$ cat src/rtl/wb_region_xbar.sv
// -----------------------------------------------------------------------------
// wb_region_xbar
//   Single-master Wishbone (classic) to NUM_SLAVES region decoder.
//   A request is decoded against per-slave base/mask pairs; the lowest-index
//   hit wins. The slave select and the address, write data, selects and we are
//   registered, and the cycle is forwarded to exactly one slave. The ack and
//   read data come back to the master registered, one cycle after the slave
//   acks. Unmapped accesses, and slaves that do not ack within TIMEOUT cycles,
//   end with an m_err pulse carrying ERR_DATA.
//
// Ports
//   sys_clk, reset_n            clock, synchronous active-low reset
//   m_adr/m_dat_w/m_sel/m_we    master request attributes
//   m_cyc/m_stb                 master cycle and strobe
//   m_dat_r/m_ack/m_err         registered response to the master
//   s_adr/s_dat_w/s_sel/s_we    latched attributes, shared by all slaves
//   s_cyc/s_stb                 one-hot cycle/strobe per slave
//   s_dat_r/s_ack               packed slave read data, per-slave ack
//   err_adr                     address of the most recent errored access
// -----------------------------------------------------------------------------
module wb_region_xbar #(
  parameter int NUM_SLAVES = 4,
  parameter int ADDR_W     = 32,
  parameter int DATA_W     = 32,
  parameter logic [NUM_SLAVES*ADDR_W-1:0] SLV_BASE =
    {32'h0000_0000, 32'h0320_0000, 32'h0340_0000, 32'h0330_0000},
  parameter logic [NUM_SLAVES*ADDR_W-1:0] SLV_MASK =
    {32'h0000_0000, 32'hFFFF_0000, 32'hFFFF_0000, 32'hFFFF_0000},
  parameter int TIMEOUT    = 255,
  parameter logic [DATA_W-1:0] ERR_DATA = 32'hBADC_0DE5
) (
  input  logic                         sys_clk,
  input  logic                         reset_n,
  input  logic [ADDR_W-1:0]            m_adr,
  input  logic [DATA_W-1:0]            m_dat_w,
  input  logic [DATA_W/8-1:0]          m_sel,
  input  logic                         m_we,
  input  logic                         m_cyc,
  input  logic                         m_stb,
  output logic [DATA_W-1:0]            m_dat_r,
  output logic                         m_ack,
  output logic                         m_err,
  output logic [ADDR_W-1:0]            s_adr,
  output logic [DATA_W-1:0]            s_dat_w,
  output logic [DATA_W/8-1:0]          s_sel,
  output logic                         s_we,
  output logic [NUM_SLAVES-1:0]        s_cyc,
  output logic [NUM_SLAVES-1:0]        s_stb,
  input  logic [NUM_SLAVES*DATA_W-1:0] s_dat_r,
  input  logic [NUM_SLAVES-1:0]        s_ack,
  output logic [ADDR_W-1:0]            err_adr
);

  localparam int IDX_W = (NUM_SLAVES > 1) ? $clog2(NUM_SLAVES) : 1;
  localparam int CNT_W = (TIMEOUT > 0) ? $clog2(TIMEOUT + 1) : 1;
  localparam logic [CNT_W-1:0] CNT_LAST = (TIMEOUT > 0) ? CNT_W'(TIMEOUT - 1) : '0;
  localparam logic [CNT_W-1:0] CNT_MAX  = '1;

  typedef enum logic [1:0] {IDLE, BUSY, RESP} state_t;

  state_t            state;
  logic [IDX_W-1:0]  sel_idx;
  logic [CNT_W-1:0]  tmo_cnt;

  logic              dec_hit;
  logic [IDX_W-1:0]  dec_idx;
  logic [DATA_W-1:0] sel_dat;
  logic              sel_ack;

  // Scan from the top index down so the lowest-index hit is the one left.
  always_comb begin
    dec_hit = 1'b0;
    dec_idx = '0;
    for (int i = NUM_SLAVES - 1; i >= 0; i--) begin
      if ((m_adr & SLV_MASK[i*ADDR_W +: ADDR_W]) == SLV_BASE[i*ADDR_W +: ADDR_W]) begin
        dec_hit = 1'b1;
        dec_idx = IDX_W'(i);
      end
    end
  end

  // Only the strobed slave can complete the transfer; stray acks are masked.
  always_comb begin
    sel_dat = '0;
    for (int i = 0; i < NUM_SLAVES; i++) begin
      if (sel_idx == IDX_W'(i)) sel_dat = s_dat_r[i*DATA_W +: DATA_W];
    end
    sel_ack = |(s_ack & s_stb);
  end

  always_ff @(posedge sys_clk) begin
    if (!reset_n) begin
      state   <= IDLE;
      sel_idx <= '0;
      tmo_cnt <= '0;
      s_adr   <= '0;
      s_dat_w <= '0;
      s_sel   <= '0;
      s_we    <= 1'b0;
      s_cyc   <= '0;
      s_stb   <= '0;
      m_ack   <= 1'b0;
      m_err   <= 1'b0;
      m_dat_r <= '0;
      err_adr <= '0;
    end else begin
      // Responses are single-cycle pulses by default.
      m_ack <= 1'b0;
      m_err <= 1'b0;
      case (state)
        IDLE: begin
          if (m_cyc && m_stb) begin
            if (dec_hit) begin
              s_adr   <= m_adr;
              s_dat_w <= m_dat_w;
              s_sel   <= m_sel;
              s_we    <= m_we;
              sel_idx <= dec_idx;
              s_cyc   <= NUM_SLAVES'(1) << dec_idx;
              s_stb   <= NUM_SLAVES'(1) << dec_idx;
              tmo_cnt <= '0;
              state   <= BUSY;
            end else begin
              m_err   <= 1'b1;
              m_dat_r <= ERR_DATA;
              err_adr <= m_adr;
              state   <= RESP;
            end
          end
        end
        BUSY: begin
          // Ack beats abort and timeout when they coincide.
          if (sel_ack) begin
            m_ack   <= 1'b1;
            m_dat_r <= sel_dat;
            s_cyc   <= '0;
            s_stb   <= '0;
            state   <= RESP;
          end else if (!m_cyc) begin
            s_cyc   <= '0;
            s_stb   <= '0;
            state   <= IDLE;
          end else if ((TIMEOUT != 0) && (tmo_cnt == CNT_LAST)) begin
            m_err   <= 1'b1;
            m_dat_r <= ERR_DATA;
            err_adr <= s_adr;
            s_cyc   <= '0;
            s_stb   <= '0;
            state   <= RESP;
          end else if (tmo_cnt != CNT_MAX) begin
            tmo_cnt <= tmo_cnt + CNT_W'(1);
          end
        end
        // The master's strobe is ignored here; a follow-on request is decoded in IDLE.
        RESP:    state <= IDLE;
        default: state <= IDLE;
      endcase
    end
  end

endmodule

$ cat config.mk
export PLATFORM = sky130hd
export DESIGN_NAME = wb_region_xbar
export DESIGN_NICKNAME = d
export VERILOG_FILES = /design/src/rtl/wb_region_xbar.sv
export SDC_FILE = /design/constraint.sdc
export NUM_CORES = 1
export LEC_CHECK = 0
export ABC_AREA = 1
export BUFFER_PORTS_ARGS = -buffer_cell sky130_fd_sc_hd__buf_2
export CAP_MARGIN = 40
export CORE_AREA = 4 4 132 134
export CTS_BUF_LIST = sky130_fd_sc_hd__clkbuf_4 sky130_fd_sc_hd__clkbuf_8
export DETAILED_ROUTE_END_ITERATION = 7
export DIE_AREA = 0 0 136 138
export PLACE_DENSITY = 0.74
export SLEW_MARGIN = 20
export SYNTH_ARGS = -nofsm -noshare
export SYNTH_HDL_FRONTEND = slang
export SYNTH_SLANG_ARGS = --single-unit
$ cat constraint.sdc
create_clock -name sys_clk -period 2.1 [get_ports sys_clk]
set_input_delay 0.525 -clock sys_clk [delete_from_list [all_inputs] [get_ports sys_clk]]
set_output_delay 0.525 -clock sys_clk [all_outputs]
set_load 0.1 [all_outputs]
==> flow_metrics.env, run 1 <==
export IMPL_clk_pin_slew_ns=0.09
export IMPL_rows=47
export IMPL_grt_start_max_net_pins=66
export IMPL_hold_class="input port to flop"
export IMPL_gp_congestion=0.878
export IMPL_post_route_util=0.551
export IMPL_routed_wl_um=22300
export IMPL_hpwl_um=16900
export IMPL_cts_hold_buf=0
export IMPL_syn_nets=1204
export IMPL_htreeDepth=4
export IMPL_critical_path_top_delay_family="buffers and inverters"
export IMPL_die_w_um=136
export IMPL_synth_area_per_cell_um2=6.71
export IMPL_layout_commonest_cell="buf_2"
export IMPL_leakage_nw=4.73
export IMPL_drc_errors=0
export IMPL_fmax_mhz=517
export IMPL_cp_start_kind="flop"
export IMPL_period_share=0.922
export IMPL_power_density_nw_per_um2=775
export IMPL_area_delta_synth_final_pct=34.1
export IMPL_crit_type="flop to output port"
export IMPL_grt_pass1_vias=6772
export IMPL_start_util=0.411
export IMPL_ir_worst_vdd_uv=366
export IMPL_yosys_warnings=0
export IMPL_finalSetupTns_ns=0
export IMPL_num_vias=7494
export IMPL_synth_area_um2=6690
export IMPL_root_buffer="clkbuf_8"
export IMPL_setup_viol=0
export IMPL_clock_skew_ns=0.0143
export IMPL_final_cell_mix="buf_2 (346), nor2_1 (310), nand2_1 (167), dfxtp_1 (151), o21ai_0 (150)"
export IMPL_avgRoutedWirePerCell_um=14.4
export IMPL_port_buffers=347
export IMPL_slew_violations=0
export IMPL_holdPathStages=3
export IMPL_grt_pass1_wl_um=34300
export IMPL_cts_setup_buffers=0
export IMPL_worstSetupEndpointType="output port"
export IMPL_cp_num_buf_inv=1
export IMPL_max_stage_delay_ns=0.49
export IMPL_cts_buffers_inserted=17
export IMPL_status="finished clean"
export IMPL_yosysUniqueCellTypes=29
export IMPL_overflow=0
export IMPL_yosysSeqAreaShare=0.452
export IMPL_slowest_stage="buf_2"
export IMPL_io_pins=348
export IMPL_antenna_left=0
export IMPL_yosys_register_bits=151
export IMPL_drive_gt1_frac=0.310
export IMPL_place_ws_ns=0.276
export IMPL_finalCriticalPeriod_ns=1.94
export IMPL_synthCells=997
export IMPL_die_h_um=138
export IMPL_first_pass_iters=5
export IMPL_fin_nets=1527
export IMPL_cts_tree="yes"
export IMPL_post_cts_resized=0
export IMPL_dieArea_um2=18800
export IMPL_grt_usage=0.227
export IMPL_cp_depth=1
export IMPL_slew_headroom=0.611
export IMPL_core_area_um2=16300
export IMPL_worstRegToRegCells=6
export IMPL_ctsLongestPathBuffers=2
export IMPL_crit_path_max_fanout=4
export IMPL_cp_required_ns=1.57
export IMPL_hold_violations=0
export IMPL_max_cap_violations=0
export IMPL_antenna_found_initial=3
export IMPL_drt_initial_drc_count=331
export IMPL_vias_per_cell=4.82
export IMPL_worst_ep_arrival_time_ns=1.41
export IMPL_clock_sinks=151
export IMPL_tightest_slew_ns=0.583
export IMPL_clock_latency_ns=0.44
export IMPL_path_cells="buf_2"
export IMPL_setup_ws_ns=0.165
export IMPL_rsz0062_at_grt="false"
[through the flow]
stage               cells  power (mW)  hold slack, ns  instance area, um2
finish               1555        6.95           0.325                8970
global route         1555        7.26           0.304                8970
CTS                  1553        7.01           0.294                8970
detailed placement   1521        4.85           0.456                8580
global placement     1521        4.84           0.454                8580
floorplan             997        4.39           0.490                6690
[registers in the layout (all words and copies together), names as in the netlist, 2 cells and up]
signal and cells:
s_dat_w 32, s_adr 32, tmo_cnt 8, state 2, sel_idx 2, err_adr 32, s_sel 4, m_dat_r 32
s_stb 4
[worst reg2reg max path, stage by stage, from the launching register on]
cell     delay, ns
dfxtp_1       0.56
nand2_1       0.29
inv_2         0.35
a21oi_1       0.16
nand3_1       0.09
nor2_1        0.04
nor2_1        0.10
[logic make-up after synthesis]
group / synth area share
compound gates: 0.155
buf+inv: 0.0763
simple gates: 0.313
fa+ha+maj: 0.00374
flops: 0.452
[report_power, final]
group          leakage [nW]  internal (mW)  switching (mW)
sequential             1.23           2.98          0.0804
clock                 0.189           1.03            1.14
combinational          3.31          0.406            1.31
total                  4.73           4.42            2.53
[layout make-up]
type / count / area [um2]
Sequential cell: 151 / 3020
Clock inverter: 12 / 119
Inverter: 49 / 184
Multi-Input combinational cell: 733 / 3160
Clock buffer: 20 / 269
Tap cell: 220 / 275
Timing Repair Buffer: 368 / 1930
Antenna cell: 2 / 5.00
Fill cell: 1665 / 7320
[final timing paths]
path                            from                  endpoint  slack [ns]
max            s_stb[1]$_SDFFE_PN0P_                  s_stb[1]        0.16
min                      m_dat_w[13]  s_dat_w[13]$_SDFFE_PN0P_        0.32
max reg2reg  sel_idx[1]$_SDFFE_PN0P_  m_dat_r[29]$_SDFFE_PN0P_        0.45
min reg2reg   s_adr[31]$_SDFFE_PN0P_    s_adr[31]$_SDFFE_PN0P_        0.48
[layer usage]
layer  up-vias  track usage  wire [um]
li1       3810            -          -
met1      3325        0.275       8990
met4         2       0.0658        298
met5         -            0          7
met3        21       0.0563       2060
met2       336        0.396      11000
[synth_stat cells]
cell type / count / area [um2]
nor3b_1: 2 / 15.0
dfxtp_1: 151 / 3020
a21o_1: 1 / 7.51
o21bai_1: 2 / 15.0
nor2_1: 310 / 1160
clkbuf_2: 3 / 15.0
buf_6: 5 / 56.3
nand2_4: 1 / 11.3
inv_1: 44 / 165
clkbuf_1: 31 / 116
o21ai_0: 150 / 751
nor2_2: 2 / 12.5
clkinv_1: 1 / 3.75
nor2_4: 3 / 33.8
o21ai_1: 7 / 35.0
ha_1: 2 / 25.0
o211ai_1: 5 / 37.5
nand4_1: 2 / 12.5
nand3_1: 41 / 205
a21oi_1: 33 / 165
buf_4: 6 / 45.0
inv_2: 4 / 15.0
nand3b_1: 1 / 7.51
buf_2: 18 / 90.1
buf_1: 1 / 3.75
nand2_1: 167 / 627
o21ai_2: 1 / 8.76
a21boi_0: 2 / 15.0
nand2_2: 1 / 6.26
Power figures use the tool's default switching activity.
==> inputs of run 2 (changes only) <==
--- a/config.mk
+++ b/config.mk
@@ -8,11 +8,11 @@
 export ABC_AREA = 1
 export BUFFER_PORTS_ARGS = -buffer_cell sky130_fd_sc_hd__buf_2
 export CAP_MARGIN = 40
-export CORE_AREA = 4 4 132 134
+export CORE_AREA = 4 4 134 136
 export CTS_BUF_LIST = sky130_fd_sc_hd__clkbuf_4 sky130_fd_sc_hd__clkbuf_8
 export DETAILED_ROUTE_END_ITERATION = 7
-export DIE_AREA = 0 0 136 138
-export PLACE_DENSITY = 0.74
+export DIE_AREA = 0 0 138 140
+export PLACE_DENSITY = 0.72
 export SLEW_MARGIN = 20
 export SYNTH_ARGS = -nofsm -noshare
 export SYNTH_HDL_FRONTEND = slang
==> flow_metrics.env, run 2 (synthesized netlist as in run 1, its figures left out) <==
export IMPL_status="finished clean"
export IMPL_tightest_slew_ns=0.602
export IMPL_crit_path_max_fanout=4
export IMPL_overflow=0
export IMPL_ir_worst_vdd_uv=393
export IMPL_holdPathStages=3
export IMPL_p_sw_mw=2.56
export IMPL_power_density_nw_per_um2=812
export IMPL_pwr_share_clk=0.348
export IMPL_slowest_stage="buf_2"
export IMPL_grt_pass1_vias=6872
export IMPL_num_vias=7492
export IMPL_hp_start="m_dat_w[6]"
export IMPL_start_util=0.395
export IMPL_cp_num_buf_inv=1
export IMPL_grt_usage=0.227
export IMPL_drc_errors=0
export IMPL_rsz0062_at_grt="false"
export IMPL_finalCriticalPeriod_ns=1.88
export IMPL_period_share=0.894
export IMPL_vias_per_cell=4.81
export IMPL_fmax_mhz=532
export IMPL_fin_area_um2=9040
export IMPL_finalSetupTns_ns=0
export IMPL_max_stage_delay_ns=0.47
export IMPL_hold_violations=0
export IMPL_post_cts_resized=0
export IMPL_area_delta_synth_final_pct=35.1
export IMPL_clock_sinks=151
export IMPL_seq_area_um2=3020
export IMPL_cts_buffers_inserted=17
export IMPL_worst_ep_arrival_time_ns=1.35
export IMPL_path_cells="buf_2"
export IMPL_grt_pass1_wl_um=35700
export IMPL_seq_power_share=0.418
export IMPL_grt_start_max_net_pins=61
export IMPL_io_pins=348
export IMPL_first_pass_iters=7
export IMPL_htreeDepth=4
export IMPL_hpwl_um=17100
export IMPL_die_w_um=138
export IMPL_avgRoutedWirePerCell_um=14.6
export IMPL_cp_start_kind="flop"
export IMPL_worstRegToRegCells=6
export IMPL_drive_gt1_frac=0.309
export IMPL_slew_violations=0
export IMPL_cts_tree="yes"
export IMPL_r2r_slack_ns=0.46
export IMPL_dieArea_um2=19300
export IMPL_final_cell_mix="buf_2 (346), nor2_1 (310), nand2_1 (167), dfxtp_1 (151), o21ai_0 (150)"
export IMPL_slew_headroom=0.598
export IMPL_antenna_found_initial=4
export IMPL_root_buffer="clkbuf_8"
export IMPL_multi_input_area_um2=3160
export IMPL_hold_end="s_dat_w[6]$_SDFFE_PN0P_"
export IMPL_port_buffers=347
export IMPL_max_cap_violations=0
export IMPL_core_area_um2=16900
export IMPL_cts_hold_buf=0
export IMPL_place_area_um2=8570
export IMPL_critical_path_top_delay_family="buffers and inverters"
export IMPL_fin_nets=1525
export IMPL_cts_setup_buffers=0
export IMPL_leakage_nw=4.76
export IMPL_setup_viol=0
export IMPL_r2r_start="sel_idx[1]$_SDFFE_PN0P_"
export IMPL_routed_wl_um=22800
export IMPL_clk_pin_slew_ns=0.08
export IMPL_cp_required_ns=1.57
export IMPL_clock_latency_ns=0.45
export IMPL_hold_class="input port to flop"
export IMPL_netSwitchingFraction=0.348
export IMPL_ctsLongestPathBuffers=2
export IMPL_clock_skew_ns=0.0147
export IMPL_die_h_um=140
export IMPL_r2r_end="m_dat_r[27]$_SDFFE_PN0P_"
export IMPL_drt_initial_drc_count=310
export IMPL_rows=48
export IMPL_comb_power_share=0.234
export IMPL_internal_power_mw=4.78
export IMPL_gp_congestion=0.939
export IMPL_layout_commonest_cell="buf_2"
export IMPL_antenna_left=0
export IMPL_worstSetupEndpointType="output port"
export IMPL_fillCellCount=1785
export IMPL_crit_type="flop to output port"
-- run 2: per-layer routing --
| layer | vias to the layer above | GRT usage | part of all wire |
|---|---|---|---|
| met3 | 37 | 0.0522 | 0.076 |
| met1 | 3330 | 0.274 | 0.41 |
| met2 | 314 | 0.394 | 0.49 |
| met5 | - | 0 | 0.00053 |
| li1 | 3809 | - | - |
| met4 | 2 | 0.0837 | 0.021 |
-- run 2: worst max path at each step --
stage                           from                       end  slack, ns  cells past startpoint
6_report       s_stb[2]$_SDFFE_PN0P_                  s_cyc[2]       0.22                      1
5_1_grt        s_stb[2]$_SDFFE_PN0P_                  s_stb[2]       0.16                      1
4_1_cts        s_stb[2]$_SDFFE_PN0P_                  s_cyc[2]       0.17                      1
3_5_place_dp                s_ack[3]     s_stb[1]$_SDFFE_PN0P_       0.28                     10
3_3_place_gp                s_ack[0]  err_adr[31]$_SDFFE_PN0P_       0.32                      9
2_1_floorplan  s_stb[1]$_SDFFE_PN0P_  m_dat_r[10]$_SDFFE_PN0P_       0.05                     10
-- run 2: area by class of cell --
type,instances,area share
multi-input combinational,733,0.350
sequential,151,0.335
timing repair buffer,366,0.212
tap,225,0.0312
clock buffer,20,0.0298
clock inverter,12,0.0210
inverter,49,0.0204
antenna,3,0.000831
-- run 2: power groups by stage --
stage | combinational (mW) | sequential, mW | clock, mW
6_report | 1.72 | 3.07 | 2.56
5_1_grt | 1.84 | 3.09 | 2.74
4_1_cts | 1.72 | 3.07 | 2.63
3_5_place_dp | 1.72 | 3.13 | 0
3_3_place_gp | 1.71 | 3.13 | 0
2_1_floorplan | 0.490 | 3.90 | 0
-- run 2: stage by stage --
stage	power [mW]	hold slack, ns	util	cells	setup WS, ns
after floorplan	4.39	0.490	-	997	0.0548
after global placement	4.84	0.455	0.506	1524	0.322
after detailed placement	4.86	0.463	0.506	1524	0.281
after CTS	7.42	0.283	0.533	1556	0.171
after global routing	7.66	0.311	0.534	1559	0.161
final	7.34	0.325	0.534	1559	0.222
==> inputs of run 3 (changes only) <==
--- a/config.mk
+++ b/config.mk
@@ -12,6 +12,7 @@
 export CTS_BUF_LIST = sky130_fd_sc_hd__clkbuf_4 sky130_fd_sc_hd__clkbuf_8
 export DETAILED_ROUTE_END_ITERATION = 7
 export DIE_AREA = 0 0 138 140
+export GPL_TIMING_DRIVEN = 0
 export PLACE_DENSITY = 0.72
 export SLEW_MARGIN = 20
 export SYNTH_ARGS = -nofsm -noshare
==> flow_metrics.env, run 3 (synthesized netlist as in run 1, its figures left out) <==
export IMPL_power_density_nw_per_um2=780
export IMPL_antenna_found_initial=5
export IMPL_crit_type="flop to output port"
export IMPL_finalSetupTns_ns=0
export IMPL_setup_viol=0
export IMPL_setup_ws_ns=0.159
export IMPL_hold_class="input port to flop"
export IMPL_comb_power_share=0.246
export IMPL_die_w_um=138
export IMPL_rsz0062_at_grt="false"
export IMPL_io_pins=348
export IMPL_finalCriticalPeriod_ns=1.94
export IMPL_slew_headroom=0.557
export IMPL_path_cells="buf_4 -> buf_2"
export IMPL_tightest_slew_ns=0.664
export IMPL_fin_nets=1569
export IMPL_first_pass_iters=5
export IMPL_post_cts_resized=0
export IMPL_layout_commonest_cell="buf_2"
export IMPL_fillCellCount=1719
export IMPL_htreeDepth=4
export IMPL_cts_hold_buf=0
export IMPL_drc_errors=0
export IMPL_crit_path_max_fanout=4
export IMPL_area_delta_synth_final_pct=36.4
export IMPL_die_h_um=140
export IMPL_grt_pass1_wl_um=38000
export IMPL_grt_usage=0.241
export IMPL_gp_congestion=0.905
export IMPL_routed_wl_um=24400
export IMPL_num_vias=7746
export IMPL_drt_initial_drc_count=247
export IMPL_cts_buffers_inserted=17
export IMPL_cts_setup_buffers=0
export IMPL_clk_pin_slew_ns=0.09
export IMPL_netSwitchingFraction=0.366
export IMPL_r2r_end="tmo_cnt[1]$_SDFFE_PN0P_"
export IMPL_cp_start_kind="flop"
export IMPL_fmax_mhz=515
export IMPL_port_buffers=346
export IMPL_root_buffer="clkbuf_8"
export IMPL_r2r_slack_ns=0.24
export IMPL_slew_violations=0
export IMPL_final_cell_mix="buf_2 (364), nor2_1 (310), nand2_1 (167), dfxtp_1 (151), o21ai_0 (150)"
export IMPL_place_area_um2=8700
export IMPL_startpoint="s_stb[2]$_SDFFE_PN0P_"
export IMPL_grt_start_max_net_pins=17
export IMPL_start_util=0.395
export IMPL_avgRoutedWirePerCell_um=15.2
export IMPL_crit_end="s_stb[2]"
export IMPL_place_ws_ns=0.00215
export IMPL_worstRegToRegCells=10
export IMPL_grt_pass1_vias=7350
export IMPL_total_power_mw=7.11
export IMPL_core_area_um2=16900
export IMPL_drive_gt1_frac=0.307
export IMPL_post_place_cells=1568
export IMPL_fin_area_um2=9120
export IMPL_clock_sinks=151
export IMPL_overflow=0
export IMPL_antenna_left=0
export IMPL_leakage_nw=4.82
export IMPL_hold_violations=0
export IMPL_ir_worst_vdd_uv=415
export IMPL_cp_depth=2
export IMPL_worstSetupEndpointType="output port"
export IMPL_period_share=0.925
export IMPL_clock_latency_ns=0.45
export IMPL_critical_path_top_delay_family="buffers and inverters"
export IMPL_max_cap_violations=0
export IMPL_hpwl_um=19400
export IMPL_cp_required_ns=1.57
export IMPL_ctsLongestPathBuffers=2
export IMPL_cp_num_buf_inv=2
export IMPL_vias_per_cell=4.83
export IMPL_worst_ep_arrival_time_ns=1.42
export IMPL_p_sw_mw=2.60
export IMPL_seq_power_share=0.430
export IMPL_cts_tree="yes"
export IMPL_internal_power_mw=4.51
export IMPL_slowest_stage="dfxtp_1"
export IMPL_max_stage_delay_ns=0.43
export IMPL_pwr_share_clk=0.323
export IMPL_rows=48
export IMPL_clock_skew_ns=0.0213
export IMPL_status="finished clean"
export IMPL_dieArea_um2=19300
export IMPL_r2r_start="s_stb[3]$_SDFFE_PN0P_"
export IMPL_final_cells=1604
[run 3: power groups by stage]
stage	logic (mW)	registers, mW	clock network (mW)
5_1_grt	1.87	3.08	2.47
4_1_cts	1.75	3.06	2.35
3_3_place_gp	1.74	3.12	0
2_1_floorplan	0.490	3.90	0
6_report	1.75	3.06	2.30
3_5_place_dp	1.75	3.13	0
[run 3: worst min-delay path by stage]
| stage | start | end | slack [ns] | cells after the start |
|---|---|---|---|---|
| after floorplan | tmo_cnt[3]$_SDFFE_PN0P_ | tmo_cnt[3]$_SDFFE_PN0P_ | 0.49 | 2 |
| after global placement | s_dat_w[14]$_SDFFE_PN0P_ | s_dat_w[14]$_SDFFE_PN0P_ | 0.46 | 2 |
| after CTS | m_dat_w[5] | s_dat_w[5]$_SDFFE_PN0P_ | 0.29 | 3 |
| after detailed placement | s_dat_w[5]$_SDFFE_PN0P_ | s_dat_w[5]$_SDFFE_PN0P_ | 0.47 | 2 |
| after global routing | m_dat_w[23] | s_dat_w[23]$_SDFFE_PN0P_ | 0.31 | 3 |
| final | m_sel[0] | s_sel[0]$_SDFFE_PN0P_ | 0.33 | 3 |
[run 3: layout make-up]
cell class	count	area, um2	share of cell area
Multi-Input combinational cell	733	3150	0.346
Sequential cell	151	3020	0.331
Timing Repair Buffer	346	1730	0.190
Buffer	64	327	0.0358
Tap cell	225	282	0.0309
Clock buffer	18	248	0.0272
Inverter	49	184	0.0202
Clock inverter	14	161	0.0177
Antenna cell	4	10.0	0.00110
[run 3: worst reg2reg max path, stage by stage (launching register included)]
cell	delay (ns)
dfxtp_1	0.35
nand2_1	0.07
nand2_1	0.09
inv_1	0.07
nand2_1	0.21
nor2_1	0.18
nand2_1	0.20
nand2_1	0.30
inv_1	0.13
nor2_1	0.10
nor2_1	0.05
[run 3: per-stage QoR]
stage                util  hold slack [ns]
floorplan               -            0.490
global placement    0.514            0.458
detailed placement  0.514            0.465
CTS                 0.538            0.291
global route        0.538            0.310
finish              0.538            0.327
[run 3: per-layer routing]
| metal | routed length [um] | share of wire | global-route usage |
|---|---|---|---|
| met1 | 9770 | 0.40 | 0.284 |
| met3 | 1910 | 0.078 | 0.0615 |
| met4 | 865 | 0.035 | 0.103 |
| met5 | 8 | 0.00033 | 0 |
| met2 | 11800 | 0.49 | 0.417 |
